--- config.mk ---
export PLATFORM = sky130hd
export DESIGN_NAME = booth_divider
export DESIGN_NICKNAME = d
export VERILOG_FILES = /design/src/rtl/booth_pkg.sv /design/src/rtl/booth_divider_div_step.sv /design/src/rtl/booth_divider.sv
export SDC_FILE = /design/constraint.sdc
export NUM_CORES = 1
export LEC_CHECK = 0
export ABC_CLOCK_PERIOD_IN_PS = 2350
export BUFFER_PORTS_ARGS = -buffer_cell sky130_fd_sc_hd__buf_2
export CAP_MARGIN = 0
export CORE_MARGIN = 2
export CORE_UTILIZATION = 37
export CTS_BUF_LIST = sky130_fd_sc_hd__clkbuf_2
export CTS_CLUSTER_SIZE = 16
export DETAILED_ROUTE_END_ITERATION = 16
export GPL_ROUTABILITY_DRIVEN = 0
export PLACE_DENSITY = 0.65
export SYNTH_ARGS = -nofsm -noshare
export SYNTH_HDL_FRONTEND = slang
export SYNTH_SLANG_ARGS = --single-unit
--- constraint.sdc ---
create_clock -name clk -period 2.35 [get_ports clk]
set_input_delay 0.3525 -clock clk [delete_from_list [all_inputs] [get_ports clk]]
set_output_delay 0.3525 -clock clk [all_outputs]
set_load 0.02 [all_outputs]
--- src/rtl/booth_pkg.sv ---
// Shared definitions for the sequential signed Booth divider.
// Holds the default operand width, FSM states and counter sizing.
package booth_pkg;

    localparam int WIDTH_DEF = 6;

    typedef enum logic [1:0] {
        IDLE,
        CALC,
        FIX
    } state_e;

    // Counter must reach 2*w iterations.
    function automatic int cnt_width(input int w);
        return $clog2(2 * w + 1);
    endfunction

    localparam int CNT_W = cnt_width(WIDTH_DEF);

endpackage

--- src/rtl/booth_divider_div_step.sv ---
// One combinational non-restoring divide step.
// Shifts {rem, quo} left, then adds or subtracts the divisor magnitude.
module div_step
    import booth_pkg::*;
#(
    parameter int WIDTH = WIDTH_DEF
) (
    input  logic [WIDTH:0]       rem_i,
    input  logic [2*WIDTH-1:0]   quo_i,
    input  logic [WIDTH-1:0]     dvs_i,
    output logic [WIDTH:0]       rem_o,
    output logic [2*WIDTH-1:0]   quo_o
);

    logic [WIDTH:0] sh;

    // Shift, then subtract when rem is non-negative, otherwise add back.
    always_comb begin
        sh = {rem_i[WIDTH-1:0], quo_i[2*WIDTH-1]};
        if (rem_i[WIDTH] == 1'b0) begin
            rem_o = sh - {1'b0, dvs_i};
        end else begin
            rem_o = sh + {1'b0, dvs_i};
        end
        quo_o = {quo_i[2*WIDTH-2:0], ~rem_o[WIDTH]};
    end

endmodule

--- src/rtl/booth_divider.sv ---
// Sequential signed 2W/W divider, one quotient bit per cycle.
// Optional macro DIVIDER_SAT_EN saturates the quotient on overflow.
module booth_divider
    import booth_pkg::*;
#(
    parameter int WIDTH = WIDTH_DEF
) (
    input  logic                 clk,
    input  logic                 rst,
    input  logic                 start,
    input  logic [2*WIDTH-1:0]   dividend,
    input  logic [WIDTH-1:0]     divisor,
    output logic                 busy,
    output logic                 done,
    output logic [WIDTH-1:0]     quotient,
    output logic [WIDTH-1:0]     remainder,
    output logic                 ovf,
    output logic                 dbz
);

    localparam int W2 = 2 * WIDTH;
    localparam int CW = cnt_width(WIDTH);

    state_e             state_q;
    logic [WIDTH:0]     rem_q;
    logic [W2-1:0]      quo_q;
    logic [WIDTH-1:0]   dvs_q;
    logic [CW-1:0]      cnt_q;
    logic               sa_q;
    logic               sb_q;
    logic               busy_q;
    logic               done_q;
    logic [WIDTH-1:0]   quot_q;
    logic [WIDTH-1:0]   rem_out_q;
    logic               ovf_q;
    logic               dbz_q;

    logic [WIDTH:0]     rem_d;
    logic [W2-1:0]      quo_d;
    logic [WIDTH-1:0]   rem_fix;
    logic [WIDTH-1:0]   rem_sgn;
    logic               q_neg;
    logic [W2:0]        q_sgn;
    logic [W2-WIDTH+1:0] q_top;
    logic               q_ovf;
    logic [WIDTH-1:0]   q_res;
    logic               dz;

    div_step #(.WIDTH(WIDTH)) u_step (
        .rem_i (rem_q),
        .quo_i (quo_q),
        .dvs_i (dvs_q),
        .rem_o (rem_d),
        .quo_o (quo_d)
    );

    // Final correction, sign restoration and range check.
    always_comb begin
        rem_fix = rem_q[WIDTH] ? rem_q[WIDTH-1:0] + dvs_q
                               : rem_q[WIDTH-1:0];
        rem_sgn = sa_q ? -rem_fix : rem_fix;
        q_neg   = sa_q ^ sb_q;
        q_sgn   = q_neg ? -{1'b0, quo_q} : {1'b0, quo_q};
        q_top   = q_sgn[W2:WIDTH-1];
        q_ovf   = !((&q_top) || !(|q_top));
        dz      = (dvs_q == '0);
`ifdef DIVIDER_SAT_EN
        if (q_ovf) begin
            q_res = q_neg ? {1'b1, {(WIDTH-1){1'b0}}}
                          : {1'b0, {(WIDTH-1){1'b1}}};
        end else begin
            q_res = q_sgn[WIDTH-1:0];
        end
`else
        q_res = q_sgn[WIDTH-1:0];
`endif
    end

    // Control FSM with operand capture and registered results.
    always_ff @(posedge clk or posedge rst) begin
        if (rst) begin
            state_q   <= IDLE;
            rem_q     <= '0;
            quo_q     <= '0;
            dvs_q     <= '0;
            cnt_q     <= '0;
            sa_q      <= 1'b0;
            sb_q      <= 1'b0;
            busy_q    <= 1'b0;
            done_q    <= 1'b0;
            quot_q    <= '0;
            rem_out_q <= '0;
            ovf_q     <= 1'b0;
            dbz_q     <= 1'b0;
        end else begin
            done_q <= 1'b0;
            unique case (state_q)
                IDLE: begin
                    if (start) begin
                        sa_q    <= dividend[W2-1];
                        sb_q    <= divisor[WIDTH-1];
                        quo_q   <= dividend[W2-1] ? -dividend : dividend;
                        dvs_q   <= divisor[WIDTH-1] ? -divisor : divisor;
                        rem_q   <= '0;
                        cnt_q   <= '0;
                        busy_q  <= 1'b1;
                        state_q <= CALC;
                    end
                end
                CALC: begin
                    rem_q <= rem_d;
                    quo_q <= quo_d;
                    cnt_q <= cnt_q + CW'(1);
                    if (cnt_q == CW'(W2 - 1)) begin
                        state_q <= FIX;
                    end
                end
                FIX: begin
                    if (dz) begin
                        quot_q    <= '1;
                        rem_out_q <= '0;
                        ovf_q     <= 1'b0;
                        dbz_q     <= 1'b1;
                    end else begin
                        quot_q    <= q_res;
                        rem_out_q <= rem_sgn;
                        ovf_q     <= q_ovf;
                        dbz_q     <= 1'b0;
                    end
                    done_q  <= 1'b1;
                    busy_q  <= 1'b0;
                    state_q <= IDLE;
                end
                default: state_q <= IDLE;
            endcase
        end
    end

    assign busy      = busy_q;
    assign done      = done_q;
    assign quotient  = quot_q;
    assign remainder = rem_out_q;
    assign ovf       = ovf_q;
    assign dbz       = dbz_q;

endmodule

======== Word-level counts from Yosys, hierarchy flattened ========
Index checks and enable logic that the tools add are counted.
cells by class
  add/subtract/negate cells ............... 8
  $mul .................................... 0
  div/mod/pow operators ................... 0
  $lt $le $gt $ge ......................... 0
  equality and inequality tests ........... 5
  shift-type cells ........................ 0
  muxes and demuxes ....................... 22
  bitwise gates (word level) .............. 2
  reduce and logical (&&, ||, !) cells .... 13
operator list
  operator                                     count
  2-to-1 mux 6 bit                             5
  2-to-1 mux 12 bit                            2
  one-hot mux 12 bit (2 select lines)          1
  2-to-1 mux 7 bit                             2
  one-hot mux 7 bit (2 select lines)           1
  2-to-1 mux 13 bit                            1
  negator 12 -> 13 bit                         1
  negator 12 bit                               1
  negator 6 bit                                2
  one-hot mux 4 bit (2 select lines)           1
  AND reduction 2 bit                          4
  AND reduction 8 bit                          1
  OR reduction 8 bit                           1
  adder 7 x 6 -> 7 bit                         1
  subtractor 7 x 6 -> 7 bit                    1
  adder 6 bit                                  1
  logical NOT 6 bit                            1
  adder 4 x 1 -> 4 bit, second input constant  1
  == test 4 bit, second input constant         1
  2-to-1 mux 1 bit                             4
  2-to-1 mux 2 bit                             2
  2-to-1 mux 4 bit                             1
  != test 2 bit, second input constant         2
  one-hot mux 2 bit (2 select lines)           1
  other kinds (9)                              11
storage, ports and cells
  flip-flop bits (word level) ............. 49
  latch bits .............................. 0
  bits in writable memories ............... 0
  bits in read-only memories .............. 0
  bits of input ports ..................... 21
  output and inout bits ................... 16
  word-level logic and storage cells ...... 63
  memories kept ........................... 0

======== Longest topological paths before layout ========
Gate-level depths: netlist of run 1.
  word-level depth ........................ 7
  mapped depth ............................ 12
  gate-level depth less buffers ........... 12

======== Hierarchy ========
A second synthesis of run 1 with hierarchy kept.
unflattened totals
  cell total of the unflattened synthesis .. 396
  area total of the unflattened synthesis .. 3388.2 um2
by module, submodules not included
  module         instances  cells each  area each (um2)  seq. area each (um2)
  booth_divider  1          339         2927.8           1226.2
  div_step       1          57          460.4            0.0

======== Worst setup path after synthesis of run 1 ========
No wires, ideal clock.
  kind .................................... reg-to-reg
  start ................................... reg rem_q[6]
  end ..................................... reg quo_q[0]
  setup time .............................. 125 ps
  data arrival time ....................... 2297 ps
  data required time ...................... 2225 ps
  setup slack ............................. -72 ps
  stages on the path, launching flop included .. 13
  cells stage by stage .................... dfrtp_1 -> clkbuf_1 -> buf_2 -> mux2_2 -> inv_1 -> fa_1 -> nor2b_1 -> o21ai_0 -> a21boi_0 -> o21a_1 -> nor2_1 -> xnor2_1 -> mux2_2
between the ends
  longest elaborated chain between the ends .. 3
ends and longest elaborated chain
  item                                 RTL line                      RTL
  start, declared                      booth_divider.sv:25           logic [WIDTH:0] rem_q;
  start signal, assigned               booth_divider.sv:111          rem_q <= rem_d;
  2-to-1 mux 7 bit                     booth_divider_div_step.sv:20  if (rem_i[WIDTH] == 1'b0) begin
  NOT 1 bit                            booth_divider_div_step.sv:25  quo_o = {quo_i[2*WIDTH-2:0], ~rem_o[WIDTH]};
  one-hot mux 12 bit (2 select lines)  booth_divider.sv:97           unique case (state_q)
  end signal, assigned                 booth_divider.sv:102          quo_q <= dividend[W2-1] ? -dividend : dividend;
  end signal, assigned                 booth_divider.sv:112          quo_q <= quo_d;
  end, declared                        booth_divider.sv:26           logic [W2-1:0] quo_q;
No other way between the ends.
A chain may end at the register's enable or synchronous reset.

======== Final worst setup path of run 1 ========
  start ................................... reg dvs_q[0]
  end ..................................... reg quo_q[0]
between the ends
  longest elaborated chain between the ends .. 4
ends and longest elaborated chain
  item                                                               RTL line                                                    RTL
  start, declared                                                    booth_divider.sv:27                                         logic [WIDTH-1:0] dvs_q;
  start signal, assigned                                             booth_divider.sv:103                                        dvs_q <= divisor[WIDTH-1] ? -divisor : divisor;
  subtractor 7 x 6 -> 7 bit or adder 7 x 6 -> 7 bit (tied branches)  booth_divider_div_step.sv:21, booth_divider_div_step.sv:23
  2-to-1 mux 7 bit (*)                                               booth_divider_div_step.sv:20
  NOT 1 bit (*)                                                      booth_divider_div_step.sv:25
  one-hot mux 12 bit (2 select lines) (*)                            booth_divider.sv:97
Every way passes the cells marked *; elsewhere a longest branch is shown, timed or not.

==> impl_metrics.toml, run 1 <==
[outcome]
status = "finished, violations left"
violations = "setup timing"

[worst_setup_path]
cp_slowest_stage_delay_ns = 0.47
crit_fanout = 4
start_kind = "flop"
rr_startpoint = "dvs_q[0]"
criticalPathCategory = "flop to flop"
cp_cell_sequence = "inv_2 > ha_4 > mux2_4 > inv_2 > fa_2 > nor2b_2 > o21ai_2 > a21boi_2 > o21a_1 > nor2_2 > xnor2_2 > mux2_4"
worstSetupEndpointType = "flop"
slowest_stage = "dfrtp_1"
crit_arrival_ns = 2.76
startpoint = "dvs_q[0]"
required_ns = 2.69

[logic_synthesis]
synthCells = 374
synth_seq_area_share = 0.372
async_flop_share = 1.00
synthTopCellsByCount = "dfrtp_1 (49), nand2_1 (41), nor2_1 (33), o21ai_0 (33), a21oi_1 (28)"
synth_area_mm2 = 0.00330
syn-num-nets = 414
yosysUniqueCellTypes = 57
synth_flop_cell = "dfrtp_1"
synth_seq_cells = 49
avgSynthCellArea_um2 = 8.81
synth_area_leaders = "dfrtp_1 (37%), ha_1 (6.5%), xnor2_1 (5.0%)"
ys_warn_count = 0
synth_top_area_share = 0.372
yosys.area.top_type = "dfrtp_1"
synth_most_common_cell = "dfrtp_1"
synth_edf_count = 0

[detailed_routing]
dr.pass1.iters = 4
drc = 0
dr_wl_met3_um = 431
top_layer = "met4"
vias = 2862
drt-met1-wl_um = 3670
avgRoutedWirePerCell_um = 13.9
postRouteAntennaNets = 0
wirelength_um = 7610
met2_wirelength_um = 3400
drt_iter0_drc = 233
vias_per_cell = 5.24

[timing]
fmax_ghz = 0.414
post-route-period-util = 1.03
max_slew.worst_pin.slew_ns = 0.759
hold_viol = 0
rsz0062_at_grt = "true"
setup_viol = 2
slew_headroom = 0.492
finalWorstSetupSlack_ns = -0.0658
min_period_ns = 2.42
finClkSkew_ns = 0.0200
maxSlewViolCount = 0
setup-tns-final_ns = -0.0734

[floorplanning]
core_mm2 = 0.00868
ioPinCount = 37
initial_utilization = 0.380
die-area_mm2 = 0.00968
die_w_um = 98.4
dieHeight_um = 98.4
std_cell_rows = 34

[clocking]
cts_tree = "done"
root_buffer = "clkbuf_2"
clock_sinks = 49
htree_num_levels = 2
numCtsBuffers = 5
cts_buffer_depth = 2
path_clk_slew_ns = 0.27
clk_latency_ns = 0.44

[pwr]
finalPower_w = 0.00640
leakage_nw = 1.81
power.density_mw_per_mm2 = 1630
ir_worst_vdd_mv = 0.473

[global_routing]
grt_max_degree = 50
grt_pass1_vias = 2704
track_usage = 0.158
grt_pass1_wl_um = 12600
grt.overflow.total = 0
antenna_found_initial = 0

[placement]
post-dp-hpwl_um = 5660
placed_cell_area_mm2 = 0.00372
portBuffers = 36

[cells_and_area]
nets = 477
syn_to_final_growth_pct = 18.9
final_layout_size_suffix_gt1_frac = 0.258
post-route-util = 0.451
stdcell_area_mm2 = 0.00392
diodes = 0

[hold_path]
hold_class = "input port to async pin"

[flow_run]
cap_violations = 0
## metal layers
| metal | vias up | global-route usage |
|---|---|---|
| li1 | 1446 | - |
| met1 | 1345 | 0.224 |
| met2 | 61 | 0.243 |
| met3 | 10 | 0.0365 |
| met4 | 0 | 0.0474 |
| met5 | - | 0 |
## through the flow
stage | setup WS [ns] | hold slack [ns] | cells
3_5_place_dp | -0.121 | 0.454 | 531
5_1_grt | -0.230 | 0.0202 | 546
4_1_cts | -0.0741 | 0.0296 | 543
2_1_floorplan | 0.00232 | 0.450 | 374
6_report | -0.0658 | 0.0241 | 546
3_3_place_gp | -0.0341 | 0.457 | 531
## sequential cells by signal, indices dropped and copies added (netlist names)
name,cells
rem_q,7
sb_q,1
quo_q,12
busy,1
state_q,2
done,1
cnt_q,4
ovf,1
dbz,1
sa_q,1
quotient,6
dvs_q,6
remainder,6
## path summary, 6_finish.rpt
path                               end  slack [ns]  depth (start not counted)
max in group asynchronous     quo_q[1]        1.89                          3
hold / removal                rem_q[1]        0.02                          3
min in group clk                  sb_q        0.14                          3
setup reg to reg              quo_q[0]       -0.07                         12
hold reg to reg            quotient[0]        0.50                          2
setup / recovery              quo_q[0]       -0.07                         12
## worst max-delay path: cells and delay by family (launching register included)
| kind | cells | cell delay [ns] |
|---|---|---|
| XOR/XNOR | 1 | 0.13 |
| flip-flops | 1 | 0.47 |
| buffers and inverters | 2 | 0.11 |
| adder cells (fa/ha/maj) | 2 | 0.61 |
| AO/OA/AOI/OAI | 3 | 0.39 |
| multiplexers | 2 | 0.42 |
| AND/OR/NAND/NOR | 2 | 0.18 |
## area by class of cell
cell class / instances / area, um^2
clock buffers: 5 / 25.0
clock inverters: 3 / 21.3
fillers: 887 / 4760
inverters: 24 / 90.1
multi-input cells: 283 / 1950
flip-flops and latches: 49 / 1230
well taps: 108 / 135
repair buffers: 74 / 465
## power breakdown
part	total, W	switching, W	internal [W]
Combinational	0.00438	0.00222	0.00216
Sequential	0.00167	0.000419	0.00125
Clock	0.000359	0.000284	0.0000754
## cell families after synthesis
group,after synthesis,share of synthesized area
compound gates,104,0.196
buf+inv,42,0.0645
fa+ha+maj,19,0.0767
mux,7,0.0224
simple gates,118,0.171
xor+xnor,35,0.0972
flops,49,0.372
## what timing repair did
action	4_1_cts	5_1_grt
pin swaps	8	14
setup endpoints to repair	4	9
hold buffers	0	0
setup buffers	4	4
resized for setup	7	24
## placed cells by master (no fill, tap or decap), types with 5 or more instances in the layout
cell type and count:
a22oi_1 8, dfrtp_1 48, ha_1 15, nor3_1 7, a21oi_1 25, xnor2_1 17, o21ai_0 29, a22o_1 5
nand3_1 10, buf_2 36, buf_4 38, nor4_1 6, o31ai_1 7, nor2_1 31, nand2_1 41, clkbuf_2 5
inv_1 19, xor2_1 15
(Power assumes the default switching activity.)
==> inputs of run 2 (changes only) <==
--- a/config.mk
+++ b/config.mk
@@ -15,6 +15,7 @@
 export DETAILED_ROUTE_END_ITERATION = 16
 export GPL_ROUTABILITY_DRIVEN = 0
 export PLACE_DENSITY = 0.65
+export SKIP_CTS_REPAIR_TIMING = 1
 export SYNTH_ARGS = -nofsm -noshare
 export SYNTH_HDL_FRONTEND = slang
 export SYNTH_SLANG_ARGS = --single-unit
==> impl_metrics.toml, run 2 (synthesis results as in run 1) <==
[floorplanning]
initial_utilization = 0.380
core_mm2 = 0.00868
die_w_um = 98.4
dieHeight_um = 98.4
std_cell_rows = 34
die-area_mm2 = 0.00968
ioPinCount = 37

[flow_run]
cap_violations = 0

[worst_setup_path]
criticalPathCategory = "flop to flop"
rr_startpoint = "dvs_q[0]"
crit_arrival_ns = 2.79
timing.rr.end = "quo_q[0]"
worstSetupEndpointType = "flop"
start_kind = "flop"
required_ns = 2.70
rrSetupSlack_ns = -0.09
reg2reg_depth = 12
crit_fanout = 3

[detailed_routing]
dr.pass1.iters = 4
postRouteAntennaNets = 0
vias_per_cell = 5.28
drc = 0
vias = 2872
wirelength_um = 7620
avgRoutedWirePerCell_um = 14.0
drt_iter0_drc = 161

[clocking]
numCtsBuffers = 5
clock_sinks = 49
htree_num_levels = 2
root_buffer = "clkbuf_2"
cts_tree = "done"
clk_latency_ns = 0.45
cts_buffer_depth = 2
path_clk_slew_ns = 0.27

[placement]
portBuffers = 36
post-dp-hpwl_um = 5660

[cells_and_area]
final_cell_mix = "dfrtp_1 (48), nand2_1 (41), buf_2 (36)"
seqCellArea_mm2 = 0.00123
final_common_cell = "dfrtp_1"
multi_input_area_mm2 = 0.00195
top_regs = "quo_q: 12 flops, rem_q: 7 flops"
syn_to_final_growth_pct = 18.5
largest-register = "quo_q"
diodes = 0
largest_reg_flops = 12
post-route-util = 0.450
final_layout_size_suffix_gt1_frac = 0.250
fill_cells = 888
nets = 475

[pwr]
pwr-share-seq = 0.263
intPower_w = 0.00346
sw_frac_of_total = 0.457
power.density_mw_per_mm2 = 1630
ir_worst_vdd_mv = 0.471
switchingPower_w = 0.00291
leakage_nw = 1.79
clkPwrFrac = 0.057
combPwrFrac = 0.680
finalPower_w = 0.00637

[timing]
finClkSkew_ns = 0.0210
maxSlewViolCount = 0
hold_viol = 0
rsz0062_at_grt = "true"
max_slew.worst_pin.slew_ns = 0.732
fmax_ghz = 0.411
finalWorstSetupSlack_ns = -0.0852
post-route-period-util = 1.04
setup_viol = 2
slew_headroom = 0.510
min_period_ns = 2.44

[outcome]
status = "finished, violations left"
violations = "setup timing"

[global_routing]
grt_pass1_wl_um = 12500
track_usage = 0.156
grt_pass1_vias = 2664
grt.overflow.total = 0
antenna_found_initial = 0
grt_max_degree = 50

[hold_path]
hold_class = "input port to async pin"
run 2: worst max path at each step:
| stage | startpoint | endpoint | slack, ns | cells past startpoint |
|---|---|---|---|---|
| after floorplan | rem_q[6] | quo_q[0] | 0.002 | 12 |
| final | dvs_q[0] | quo_q[0] | -0.09 | 12 |
| after CTS | dvs_q[0] | quo_q[0] | -0.18 | 12 |
| after global placement | dvs_q[0] | quo_q[0] | -0.03 | 12 |
| after detailed placement | dvs_q[0] | quo_q[0] | -0.12 | 12 |
| after global routing | dvs_q[0] | quo_q[0] | -0.22 | 12 |
run 2: area by class of cell:
| cell class | count | share of cell area |
|---|---|---|
| Multi-Input combinational cell | 283 | 0.500 |
| Sequential cell | 49 | 0.314 |
| Timing Repair Buffer | 72 | 0.116 |
| Tap cell | 108 | 0.0346 |
| Inverter | 24 | 0.0231 |
| Clock buffer | 5 | 0.00641 |
| Clock inverter | 3 | 0.00545 |
run 2: power by group through the flow:
| stage | clock network, W | registers, W | logic [W] |
|---|---|---|---|
| finish | 0.000363 | 0.00167 | 0.00433 |
| global route | 0.000416 | 0.00174 | 0.00483 |
| CTS | 0.000377 | 0.00165 | 0.00386 |
| detailed placement | 0 | 0.00167 | 0.00384 |
| global placement | 0 | 0.00166 | 0.00374 |
| floorplan | 0 | 0.00169 | 0.00275 |
run 2: routing by layer:
| layer | vias up | part of all wire | track usage |
|---|---|---|---|
| met1 | 1353 | 0.49 | 0.228 |
| met2 | 68 | 0.45 | 0.240 |
| met5 | - | 0 | 0 |
| li1 | 1442 | - | - |
| met4 | 0 | 0.013 | 0.0379 |
| met3 | 9 | 0.050 | 0.0301 |
run 2: critical path, stage by stage, from the launching register on:
cell      delay, ns
dfrtp_1        0.48
inv_2          0.09
ha_4           0.19
mux2_4         0.28
inv_2          0.06
fa_2           0.23
nor2b_4        0.05
o21ai_2        0.16
a21boi_2       0.08
o21a_1         0.20
nor2_2         0.15
xnor2_2        0.08
mux2_2         0.27
run 2: metrics by stage:
stage                     std cells  hold slack, ns  setup TNS, ns  area (um^2)  setup WS, ns
after global placement          531           0.457        -0.0341         3720       -0.0341
after CTS                       539          0.0296         -0.384         3770        -0.184
after detailed placement        531           0.454         -0.171         3720        -0.121
after floorplan                 374           0.450              0         3300       0.00232
final                           544          0.0159         -0.169         3900       -0.0852
after global routing            544          0.0202         -0.613         3900        -0.219
==> inputs of run 3 (changes only) <==
--- a/config.mk
+++ b/config.mk
@@ -11,10 +11,11 @@
 export CORE_MARGIN = 2
 export CORE_UTILIZATION = 37
 export CTS_BUF_LIST = sky130_fd_sc_hd__clkbuf_2
+export CTS_CLUSTER_DIAMETER = 120
 export CTS_CLUSTER_SIZE = 16
 export DETAILED_ROUTE_END_ITERATION = 16
 export GPL_ROUTABILITY_DRIVEN = 0
-export PLACE_DENSITY = 0.65
+export PLACE_DENSITY = 0.62
 export SKIP_CTS_REPAIR_TIMING = 1
 export SYNTH_ARGS = -nofsm -noshare
 export SYNTH_HDL_FRONTEND = slang
==> impl_metrics.toml, run 3 (synthesis results as in run 1) <==
[outcome]
status = "finished, violations left"
violations = "setup timing"

[clocking]
root_buffer = "clkbuf_2"
path_clk_slew_ns = 0.28
clk_latency_ns = 0.45
cts_buffer_depth = 2
clock_sinks = 49
htree_num_levels = 2
numCtsBuffers = 5
cts_tree = "done"

[pwr]
pwr-share-seq = 0.260
ir_worst_vdd_mv = 0.420
leakage_nw = 1.81
switchingPower_w = 0.00287
combPwrFrac = 0.683
sw_frac_of_total = 0.454
clkPwrFrac = 0.057
intPower_w = 0.00346
finalPower_w = 0.00633
power.density_mw_per_mm2 = 1610

[worst_setup_path]
worstSetupEndpointType = "flop"
crit_fanout = 4
cp_cell_sequence = "inv_2 > ha_4 > mux2_4 > inv_2 > fa_2 > nor2b_4 > o21ai_2 > a21boi_1 > o21a_1 > nor2_2 > xnor2_2 > mux2_4"
slowest_stage = "dfrtp_1"
cp_slowest_stage_delay_ns = 0.48
required_ns = 2.69
criticalPathCategory = "flop to flop"
crit_arrival_ns = 2.83
start_kind = "flop"

[global_routing]
grt_use_met2 = 0.257
busiest_layer = "met2"
grt_pass1_wl_um = 12900
grt.overflow.total = 0
track_usage = 0.161
grt_pass1_vias = 2688
grt_max_degree = 23
grtUsageMet1 = 0.228
antenna_found_initial = 0
use_met3 = 0.0222

[floorplanning]
initial_utilization = 0.380
die-area_mm2 = 0.00968
die_w_um = 98.4
dieHeight_um = 98.4
core_mm2 = 0.00868
ioPinCount = 37
std_cell_rows = 34

[timing]
max_slew.worst_pin.slew_ns = 0.678
slew_headroom = 0.546
maxSlewViolCount = 0
hold_slack_ns = 0.130
post-route-period-util = 1.06
rsz0062_at_grt = "true"
finClkSkew_ns = 0.0359
hold_viol = 0
finalWorstSetupSlack_ns = -0.138
setup_viol = 2
fmax_ghz = 0.402
min_period_ns = 2.49

[cells_and_area]
post-route-util = 0.452
largest_reg_flops = 12
final_cell_mix = "dfrtp_1 (48), nand2_1 (41), buf_4 (38)"
largest-register = "quo_q"
seqCellArea_mm2 = 0.00123
fill_cells = 873
syn_to_final_growth_pct = 18.9
final_layout_size_suffix_gt1_frac = 0.255
diodes = 0
final_common_cell = "dfrtp_1"
multi_input_area_mm2 = 0.00195
top_regs = "quo_q: 12 flops, rem_q: 7 flops"
nets = 478

[placement]
post-dp-hpwl_um = 5870
dpl_worst_slack_ns = -0.0759
portBuffers = 36

[detailed_routing]
postRouteAntennaNets = 0
dr.pass1.iters = 4
avgRoutedWirePerCell_um = 13.9
wirelength_um = 7630
vias = 2809
vias_per_cell = 5.14
drc = 0
drt_iter0_drc = 97

[hold_path]
hold_class = "input port to flop"

[flow_run]
cap_violations = 0
[run 3: cell types whose count changed in the layout (fill, tap and decap cells not counted), moves of 2 or more]
cell / change
a21boi_1: +3
ha_2: +2
a21boi_0: -2
buf_4: +3
[run 3: per-stage QoR]
step	setup TNS (ns)	instances	cell area (um^2)
final	-0.203	547	3920
after global routing	-0.659	547	3920
after CTS	-0.294	542	3790
after detailed placement	-0.104	534	3740
after global placement	-0.0319	534	3740
after floorplan	0	374	3300
[run 3: worst paths after layout]
path	start	slack, ns	cells past startpoint	to
max in group asynchronous	rst	1.34	4	quo_q[1]
worst min register to register	quotient[0]	0.51	2	quotient[0]
worst max register to register	dvs_q[0]	-0.14	12	quo_q[0]
min in group asynchronous	rst	0.42	3	done
worst min-delay path	divisor[0]	0.13	3	dvs_q[0]
worst max-delay path	dvs_q[0]	-0.14	12	quo_q[0]
[run 3: area by class of cell]
cell class | count | share of cell area
inverter | 24 | 0.0230
multi-input combinational | 283 | 0.496
sequential | 49 | 0.313
clock buffer | 5 | 0.00638
clock inverter | 3 | 0.00543
tap | 108 | 0.0345
timing repair buffer | 75 | 0.121
[run 3: power groups by stage]
stage	Clock [W]	Sequential, W	Combinational (W)
floorplan	0	0.00169	0.00275
detailed placement	0	0.00166	0.00388
global route	0.000408	0.00171	0.00487
global placement	0	0.00165	0.00381
finish	0.000360	0.00165	0.00432
CTS	0.000378	0.00164	0.00389
[run 3: per-layer routing]
layer	wire length, um	part of all wire
met1	3760	0.49
met2	3480	0.46
met3	286	0.037
met4	102	0.013
met5	0	0
[run 3: worst max-delay path: cells and delay by family, from the launching register on]
family	cells	cell delay [ns]
compound gates	3	0.44
xor+xnor	1	0.13
fa+ha+maj	2	0.62
buf+inv	2	0.10
flops	1	0.48
mux	2	0.42
simple gates	2	0.17
